File: src/rtl/mem_bist_pkg.sv
// Shared types and the expected-word helper for the memory march self-test.
// Latency: none, types and a pure function only.
// Backpressure: not applicable.
package bist_pkg;

   // Widest word and address the helper handles; callers slice the low bits.
   localparam int BIST_MAX_W = 64;
   localparam int BIST_MAX_A = 32;

   typedef enum logic [2:0] {
      S_IDLE = 3'd0,
      S_WR   = 3'd1,
      S_RD   = 3'd2,
      S_WRI  = 3'd3,
      S_RDI  = 3'd4,
      S_DONE = 3'd5
   } bist_state_t;

   // Address zero-extended (or truncated by the caller's slice) XOR pattern,
   // optionally inverted for the second half of the march.
   function automatic logic [BIST_MAX_W-1:0] bist_exp(
      input logic [BIST_MAX_A-1:0] addr,
      input logic [BIST_MAX_W-1:0] pat,
      input logic                  inv
   );
      logic [BIST_MAX_W-1:0] w_word;
      w_word = {{(BIST_MAX_W-BIST_MAX_A){1'b0}}, addr} ^ pat;
      return inv ? ~w_word : w_word;
   endfunction

endpackage

File: src/rtl/mem_bist_if.sv
// Bundle of host-control and memory-side signals for the march self-test.
// Latency: wires only.
// Backpressure: none; start is a request sampled when the engine is idle.
interface mem_bist_if #(
   parameter int WIDTH  = 8,
   parameter int LENGTH = 256
);
   localparam int ADDR_WIDTH = (LENGTH > 1) ? $clog2(LENGTH) : 1;

   logic                  start;
   logic [WIDTH-1:0]      pattern;
   logic                  busy;
   logic                  done;
   logic                  pass;
   logic [ADDR_WIDTH-1:0] fail_addr;
   logic                  mem_we;
   logic [ADDR_WIDTH-1:0] mem_a;
   logic [WIDTH-1:0]      mem_wd;
   logic [WIDTH-1:0]      mem_rd;

   // Host controller plus attached memory drive this side.
   modport master (
      output start, pattern, mem_rd,
      input  busy, done, pass, fail_addr, mem_we, mem_a, mem_wd
   );

   // The self-test engine.
   modport slave (
      input  start, pattern, mem_rd,
      output busy, done, pass, fail_addr, mem_we, mem_a, mem_wd
   );
endinterface

File: src/rtl/mem_bist.sv
// Four-phase march self-test (write, verify, write inverse, verify) over LENGTH words.
// Latency: 4*LENGTH busy cycles on pass; aborts on the first read mismatch.
// Backpressure: start ignored while busy; memory is assumed always ready.
module mem_bist
   import bist_pkg::*;
#(
   parameter int WIDTH  = 8,
   parameter int LENGTH = 256
) (
   input  logic        clk,
   input  logic        rst,
   mem_bist_if.slave   bus
);
   localparam int ADDR_WIDTH = (LENGTH > 1) ? $clog2(LENGTH) : 1;
   localparam logic [ADDR_WIDTH-1:0] LAST_ADDR = ADDR_WIDTH'(LENGTH - 1);

   bist_state_t           r_state,     w_state;
   logic [ADDR_WIDTH-1:0] r_cnt,       w_cnt;
   logic [WIDTH-1:0]      r_pat,       w_pat;
   logic                  r_done,      w_done;
   logic                  r_pass,      w_pass;
   logic [ADDR_WIDTH-1:0] r_fail_addr, w_fail_addr;

   logic                  w_busy;
   logic                  w_wr_phase;
   logic                  w_rd_phase;
   logic                  w_inv;
   logic                  w_last;
   logic                  w_mis;
   logic [BIST_MAX_W-1:0] w_exp_full;
   logic [WIDTH-1:0]      w_exp;

   // Phase decode and expected word come only from registered state/counter.
   always_comb begin
      w_wr_phase = (r_state == S_WR) || (r_state == S_WRI);
      w_rd_phase = (r_state == S_RD) || (r_state == S_RDI);
      w_inv      = (r_state == S_WRI) || (r_state == S_RDI);
      w_busy     = w_wr_phase || w_rd_phase;
      w_last     = (r_cnt == LAST_ADDR);
      w_exp_full = bist_exp(BIST_MAX_A'(r_cnt), BIST_MAX_W'(r_pat), w_inv);
      w_exp      = w_exp_full[WIDTH-1:0];
      w_mis      = w_rd_phase && (bus.mem_rd != w_exp);
   end

   // Memory-side drive; write data is shown during reads too, and idles at zero.
   always_comb begin
      bus.busy      = w_busy;
      bus.mem_we    = w_wr_phase;
      bus.mem_a     = w_busy ? r_cnt : '0;
      bus.mem_wd    = w_busy ? w_exp : '0;
      bus.done      = r_done;
      bus.pass      = r_pass;
      bus.fail_addr = r_fail_addr;
   end

   // Next-state: accept start when idle/done, walk addresses, abort on mismatch.
   always_comb begin
      w_state     = r_state;
      w_cnt       = r_cnt;
      w_pat       = r_pat;
      w_done      = r_done;
      w_pass      = r_pass;
      w_fail_addr = r_fail_addr;
      case (r_state)
         S_IDLE, S_DONE: begin
            if (bus.start) begin
               w_state     = S_WR;
               w_pat       = bus.pattern;
               w_done      = 1'b0;
               w_pass      = 1'b0;
               w_fail_addr = '0;
               w_cnt       = '0;
            end
         end
         S_WR, S_RD, S_WRI, S_RDI: begin
            if (w_mis) begin
               // First mismatch ends the test; later addresses stay untested.
               w_state     = S_DONE;
               w_done      = 1'b1;
               w_pass      = 1'b0;
               w_fail_addr = r_cnt;
               w_cnt       = '0;
            end else if (w_last) begin
               w_cnt = '0;
               case (r_state)
                  S_WR:    w_state = S_RD;
                  S_RD:    w_state = S_WRI;
                  S_WRI:   w_state = S_RDI;
                  default: begin
                     w_state = S_DONE;
                     w_done  = 1'b1;
                     w_pass  = 1'b1;
                  end
               endcase
            end else begin
               w_cnt = r_cnt + ADDR_WIDTH'(1);
            end
         end
         default: begin
            w_state = S_IDLE;
            w_cnt   = '0;
         end
      endcase
   end

   // State register; reset aborts any test in flight immediately.
   always_ff @(posedge clk or posedge rst) begin
      if (rst) begin
         r_state     <= S_IDLE;
         r_cnt       <= '0;
         r_pat       <= '0;
         r_done      <= 1'b0;
         r_pass      <= 1'b0;
         r_fail_addr <= '0;
      end else begin
         r_state     <= w_state;
         r_cnt       <= w_cnt;
         r_pat       <= w_pat;
         r_done      <= w_done;
         r_pass      <= w_pass;
         r_fail_addr <= w_fail_addr;
      end
   end

endmodule

File: src/flat_wrapper.sv
// flat-port wrapper written by rule: the top's interface ports become plain ports
module mem_bist_flat import bist_pkg::*;
#(
   parameter int WIDTH  = 8,
   parameter int LENGTH = 256
)
  (clk, rst, bus_start, bus_pattern, bus_mem_rd, bus_busy, bus_done, bus_pass, bus_fail_addr, bus_mem_we, bus_mem_a, bus_mem_wd);
  mem_bist_if #(.WIDTH(WIDTH), .LENGTH(LENGTH)) bus_i ();
  input  logic clk;
  input  logic rst;
  input wire logic [$bits(bus_i.start)-1:0] bus_start;
  input wire logic [$bits(bus_i.pattern)-1:0] bus_pattern;
  input wire logic [$bits(bus_i.mem_rd)-1:0] bus_mem_rd;
  output wire logic [$bits(bus_i.busy)-1:0] bus_busy;
  output wire logic [$bits(bus_i.done)-1:0] bus_done;
  output wire logic [$bits(bus_i.pass)-1:0] bus_pass;
  output wire logic [$bits(bus_i.fail_addr)-1:0] bus_fail_addr;
  output wire logic [$bits(bus_i.mem_we)-1:0] bus_mem_we;
  output wire logic [$bits(bus_i.mem_a)-1:0] bus_mem_a;
  output wire logic [$bits(bus_i.mem_wd)-1:0] bus_mem_wd;
  assign bus_i.start = bus_start;
  assign bus_i.pattern = bus_pattern;
  assign bus_i.mem_rd = bus_mem_rd;
  assign bus_busy = bus_i.busy;
  assign bus_done = bus_i.done;
  assign bus_pass = bus_i.pass;
  assign bus_fail_addr = bus_i.fail_addr;
  assign bus_mem_we = bus_i.mem_we;
  assign bus_mem_a = bus_i.mem_a;
  assign bus_mem_wd = bus_i.mem_wd;
  mem_bist #(.WIDTH(WIDTH), .LENGTH(LENGTH)) u_core (.clk(clk), .rst(rst), .bus(bus_i));
endmodule
File: config.mk
export PLATFORM = sky130hd
export DESIGN_NAME = mem_bist_flat
export DESIGN_NICKNAME = d
export VERILOG_FILES = /design/src/rtl/mem_bist_pkg.sv /design/src/rtl/mem_bist_if.sv /design/src/rtl/mem_bist.sv /design/src/flat_wrapper.sv
export SDC_FILE = /design/constraint.sdc
export NUM_CORES = 1
export LEC_CHECK = 0
export BUFFER_PORTS_ARGS = -buffer_cell sky130_fd_sc_hd__buf_2
export CAP_MARGIN = 0
export CORE_ASPECT_RATIO = 1.75
export CORE_UTILIZATION = 52
export CTS_CLUSTER_SIZE = 40
export DETAILED_ROUTE_END_ITERATION = 10
export GPL_TIMING_DRIVEN = 0
export PLACE_DENSITY = 0.78
export SYNTH_ARGS = -nofsm -noshare
export SYNTH_HDL_FRONTEND = slang
export SYNTH_SLANG_ARGS = --single-unit
File: constraint.sdc
create_clock -name clk -period 6.4 [get_ports clk]
set_input_delay 0.96 -clock clk [delete_from_list [all_inputs] [get_ports clk]]
set_output_delay 0.96 -clock clk [all_outputs]
set_load 0.02 [all_outputs]
# [Word-level counts from Yosys, hierarchy flattened]
# Cells that the tools add are included.
[totals] ff_bits=29
[classes] n_addsub=1 eq_ne=11 muxes=21 bitwise_logic=2 reduce_logical=14
[op_table] cell="two-way mux 8 bit" n=7
[op_table] cell="one-hot mux 8 bit (2 select lines)" n=2
[op_table] cell="two-way mux 3 bit" n=3
[op_table] cell="one-hot mux 3 bit (3 select lines)" n=1
[op_table] cell="adder 8 x 1 -> 8 bit, second input constant" n=1
[op_table] cell="== test 8 bit, second input constant" n=1
[op_table] cell="inequality test 8 bit" n=1
[op_table] cell="NOT 8 bit" n=1
[op_table] cell="XOR 8 bit" n=1
[op_table] cell="== test 3 x 2 -> 1 bit, second input constant" n=2
[op_table] cell="== test 3 bit, second input constant" n=2
[op_table] cell="one-hot mux 3 bit (2 select lines)" n=1
[op_table] cell="two-way mux 1 bit" n=5
[op_table] cell="logical OR 1 bit" n=4
[op_table] cell="one-hot mux 1 bit (2 select lines)" n=2
[op_table] cell="AND reduction 2 bit" n=2
[op_table] cell="AND reduction 4 bit" n=1
[op_table] cell="OR reduction 4 bit" n=1
[op_table] cell="== test 3 x 1 -> 1 bit, second input constant" n=1
[op_table] cell="zero test 3 bit" n=1
[op_table] cell="inequality test 3 x 1 -> 1 bit, second input constant" n=1
[op_table] cell="inequality test 3 x 2 -> 1 bit, second input constant" n=1
[op_table] cell="AND reduction 3 bit" n=1
[op_table] cell="OR reduction 3 bit" n=1
[op_table] cell="5 further kinds" n=5

# [Logic depth before layout (Yosys ltp)]
[logic_depth] word_depth=7 depth_mapped=8 depth_no_buf=6

# [Worst setup path before layout]
# Ideal clock, no wire load.
[synth_path] path_kind="reg2out" startpoint="reg u_core.r_state[0]" endpoint="out bus_busy" arrival_time_ps=1744 required_time_ps=5440 slack_ps=3696 path_stages_with_launch=7 cell_sequence="dfrtp_1 -> clkbuf_1 -> clkbuf_1 -> nor2_1 -> xnor2_1 -> clkbuf_1 -> inv_1"
[synth_via] elab_chain_len=3 word_cells_on_any_way=7 cone_classes="4 x eq/ne; 3 x reduce/logical"
[synth_rtl] element="start, declared" line="mem_bist.sv:17" source="bist_state_t r_state, w_state;"
[synth_rtl] element="start signal, assigned" line="mem_bist.sv:116" source="r_state <= w_state;"
[synth_rtl] element="== test 3 x 1 -> 1 bit, or another cell as far along" line="mem_bist.sv:35" source="w_wr_phase = (r_state == S_WR) || (r_state == S_WRI);"
[synth_rtl] element="logical OR 1 bit, on equally long branches" line="mem_bist.sv:35, mem_bist.sv:36"
[synth_rtl] element="logical OR 1 bit *" line="mem_bist.sv:38" source="w_busy = w_wr_phase || w_rd_phase;"
[synth_rtl] element="end, declared" line="flat_wrapper.sv:14" source="output wire logic [$bits(bus_i.busy)-1:0] bus_busy;"
# Mark *: on every way between the ends. The rest lies on a longest branch, timed or not.

# [Worst setup path in the final report]
[layout_path] startpoint="reg u_core.r_state[0]" endpoint="out bus_mem_wd[6]"
[layout_via] elab_chain_len=4 word_cells_on_any_way=10 cone_classes="4 x eq/ne; 2 x mux; 4 x reduce/logical"
[layout_rtl] element="== test 3 x 2 -> 1 bit, or another cell as far along" line="mem_bist.sv:35, mem_bist.sv:37"
[layout_rtl] element="logical OR 1 bit, on equally long branches" line="mem_bist.sv:37, mem_bist.sv:35, mem_bist.sv:36"
[layout_rtl] element="two-way mux 8 bit / logical OR 1 bit (equally long branches)" line="mem_bist_pkg.sv:28, mem_bist.sv:38"
[layout_rtl] element="two-way mux 8 bit *" line="mem_bist.sv:50" source="bus.mem_wd = w_busy ? w_exp : '0;"
[layout_rtl] element="end, declared" line="flat_wrapper.sv:20" source="output wire logic [$bits(bus_i.mem_wd)-1:0] bus_mem_wd;"
# Marks and branches as above.

==> results.sh <==
export IMPL_core_mm2=0.00363
export IMPL_synthSimpleGateAreaFrac=0.220
export IMPL_synth_xor_area_frac=0.194
export IMPL_r2r_end="u_core.bus.done$_DFFE_PP0P_"
export IMPL_place_congestion=0.829
export IMPL_ir_drop_mv=0.192
export IMPL_synth_cells=221
export IMPL_insertion_delay_ns=0.28
export IMPL_tightestPinTransition_ns=1.11
export IMPL_cts_hold_buf=0
export IMPL_syn_to_final_growth_pct=18.6
export IMPL_wl_per_cell_um=14.3
export IMPL_power_density_mw_per_mm2=385
export IMPL_muxShareOfSynthArea=0.0515
export IMPL_slew_viol_final=0
export IMPL_ctsResizeCount=0
export IMPL_min_path_type="flop to flop"
export IMPL_vias=1732
export IMPL_viasPerCell=5.40
export IMPL_port_buffers=46
export IMPL_skew_ns=0.00707
export IMPL_grt_pass1_wl_um=7420
export IMPL_endpoint="bus_mem_wd[6]"
export IMPL_worst_r2r_path_depth=7
export IMPL_die_area_mm2=0.00409
export IMPL_instances_no_fill=321
export IMPL_postCtsSetupRepairBufs=0
export IMPL_avgSynthCellArea_um2=9.01
export IMPL_firstDrtPassIters=4
export IMPL_fin_nets=294
export IMPL_r2r_slack_ns=3.76
export IMPL_clk_pin_slew_worst_paths_ns=0.06
export IMPL_drive_gt1_frac=0.218
export IMPL_critical_path_class="flop to output port"
export IMPL_yosys_register_bits=29
export IMPL_status="completed"
export IMPL_ys_types=44
export IMPL_yosysSeqAreaShare=0.365
export IMPL_layout_commonest_cell="buf_2"
export IMPL_cap_violations=0
export IMPL_clk_path_buf_depth=2
export IMPL_die_w_um=48.8
export IMPL_synth_compound_area_share=0.111
export IMPL_h_tree_depth=2
export IMPL_worstPathCellList="clkbuf_1 -> clkbuf_1 -> nor2_1 -> xnor2_1 -> clkbuf_1 -> nor2_1 -> buf_2"
export IMPL_hpwl_um=3620
export IMPL_worst_path_largest_cell_delay_ns=0.64
export IMPL_root_buffer="clkbuf_8"
export IMPL_cts_inserted_buffers=5
export IMPL_min_period_ns=3.61
export IMPL_cts_tree="yes"
export IMPL_drc=0
export IMPL_grt_antenna_before_repair=0
export IMPL_grt_total_usage=0.242
export IMPL_yosys_most_used_dff="dfrtp_1"
export IMPL_finalWirelength_um=4600
export IMPL_gr_total_overflow=0
export IMPL_setup_tns_ns=0
export IMPL_io_pins=47
export IMPL_synthArstFlopShare=1.00
export IMPL_cpMostUsedCell="clkbuf_1"
export IMPL_cp_top_family="buffers and inverters"
export IMPL_drt_antenna_violating_nets=0
export IMPL_cts_sinks=29
export IMPL_drtIter0Drc=42
export IMPL_p_leak_nw=1.14
export IMPL_synth_adder_area_share=0.00629
export IMPL_layout_common_cells="buf_2, nand2_1, dfrtp_1, xnor2_1, nor2_1"
export IMPL_synth_top_family_by_area="simple AND/OR/NAND/NOR gates"
export IMPL_start_util=0.549
export IMPL_critPathSlowestCell="xnor2_1"
export IMPL_startpoint_type="flop"
export IMPL_dieHeight_um=83.9
export IMPL_place_inst=313
export IMPL_r2r_start="u_core.r_state[0]$_DFFE_PP0P_"
export IMPL_ys_warn_count=0
export IMPL_cp_num_buf_inv=4
export IMPL_syn_num_nets=241
export IMPL_cp_end_kind="output port"
export IMPL_cp_arrival_ns=2.65
export IMPL_required_ns=5.44
export IMPL_num_rows=29
export IMPL_final_period_utilization=0.565
export IMPL_rsz0062_at_grt="no"
export IMPL_crit_path_start="u_core.r_state[0]$_DFFE_PP0P_"
export IMPL_finalHoldViolCount=0
export IMPL_max_freq_mhz=277
export IMPL_diodes=0
export IMPL_first_global_vias=1671
export IMPL_cp_max_fo=10
export IMPL_setup_violations=0
export IMPL_synth_edf_count=0
export IMPL_grt_max_degree=30
export IMPL_fill_cells=331
export IMPL_syn_cell_area_mm2=0.00199
export IMPL_max_slew_margin=0.262
export IMPL_crit_cells=7
## sequential cells by signal (all words and copies together) (netlist names)
name,count
u_core.bus.pass,1
u_core.bus.done,1
u_core.r_cnt,8
u_core.r_state,3
u_core.r_pat,8
u_core.bus.fail_addr,8
## metrics by stage
stage / area, µm² / total power, mW / util / hold slack [ns] / worst slack [ns]
after global routing: 2360 / 0.970 / 0.651 / 0.551 / 2.59
after floorplan: 1990 / 0.651 / - / 0.515 / 3.70
after global placement: 2280 / 0.760 / 0.628 / 0.511 / 3.07
after CTS: 2360 / 0.916 / 0.651 / 0.537 / 2.78
final: 2360 / 0.909 / 0.651 / 0.534 / 2.79
after detailed placement: 2280 / 0.773 / 0.628 / 0.527 / 3.10
## worst min path at each step
| stage | cells after the start | from | endpoint |
|---|---|---|---|
| finish | 2 | u_core.bus.fail_addr[2]$_DFFE_PP0P_ | u_core.bus.fail_addr[2]$_DFFE_PP0P_ |
| global route | 2 | u_core.bus.fail_addr[6]$_DFFE_PP0P_ | u_core.bus.fail_addr[6]$_DFFE_PP0P_ |
| CTS | 2 | u_core.bus.fail_addr[2]$_DFFE_PP0P_ | u_core.bus.fail_addr[2]$_DFFE_PP0P_ |
| detailed placement | 2 | u_core.bus.fail_addr[4]$_DFFE_PP0P_ | u_core.bus.fail_addr[4]$_DFFE_PP0P_ |
| global placement | 2 | u_core.bus.fail_addr[4]$_DFFE_PP0P_ | u_core.bus.fail_addr[4]$_DFFE_PP0P_ |
| floorplan | 2 | u_core.r_pat[2]$_DFFE_PP0P_ | u_core.r_pat[2]$_DFFE_PP0P_ |
## logic make-up (layout without fill, tap and decap cells)
kind of cell               count (synthesis)  in the layout
and+or+nand+nor                           93             93
AOI/OAI and AO/OA                         32             32
xor gates and xnor gates                  31             31
DFF                                       29             29
buffers and inverters                     26             80
muxes                                      9              9
adders and majority gates                  1              1
## synthesized netlist by cell type, drive strengths merged (2+ instances only)
| cell | count | area share |
|---|---|---|
| and3 | 4 | 0.013 |
| a21oi | 11 | 0.028 |
| clkbuf | 7 | 0.013 |
| buf | 2 | 0.0075 |
| xnor2 | 23 | 0.10 |
| dfrtp | 29 | 0.36 |
| inv | 16 | 0.030 |
| a221oi | 2 | 0.0088 |
| nor2 | 24 | 0.049 |
| nor4 | 2 | 0.0063 |
| nand4 | 6 | 0.019 |
| xnor3 | 4 | 0.045 |
| or3 | 5 | 0.016 |
| o21ai | 5 | 0.013 |
| nand3 | 2 | 0.0050 |
| nor3 | 3 | 0.0075 |
| nand2 | 39 | 0.074 |
| mux2i | 9 | 0.052 |
| a211oi | 3 | 0.016 |
| xor3 | 4 | 0.048 |
| and2 | 2 | 0.0063 |
## layout make-up
type                    instances  area (µm²)  share of cell area
clock buffers                   6        72.6              0.0307
plain buffers                   9        41.3              0.0175
inverters                      17        63.8              0.0270
flip-flops and latches         29         726               0.307
repair buffers                 46         230              0.0975
multi-input cells             166        1160               0.491
well taps                      46        57.6              0.0244
clock inverters                 2        10.0             0.00424
## power by group
part / internal, mW / switching, mW / total [mW]
clock network: 0.0751 / 0.0677 / 0.143
registers: 0.224 / 0.0478 / 0.272
logic: 0.222 / 0.272 / 0.494
## worst register-to-register path: cells and delay by family (launching register included)
kind / cells / cell delay (ns)
compound gates: 4 / 1.14
flops: 1 / 0.36
simple gates: 1 / 0.68
buf+inv: 2 / 0.34
## layer usage
metal  global-route usage  wire [µm]  up-vias
met5                    0          0        -
met4                0.139        161        0
met3               0.0437        125       11
met2                0.433       2580       43
met1                0.259       1730      821
li1                     -          -      857
No activity file was read; power rests on OpenSTA's default activity.
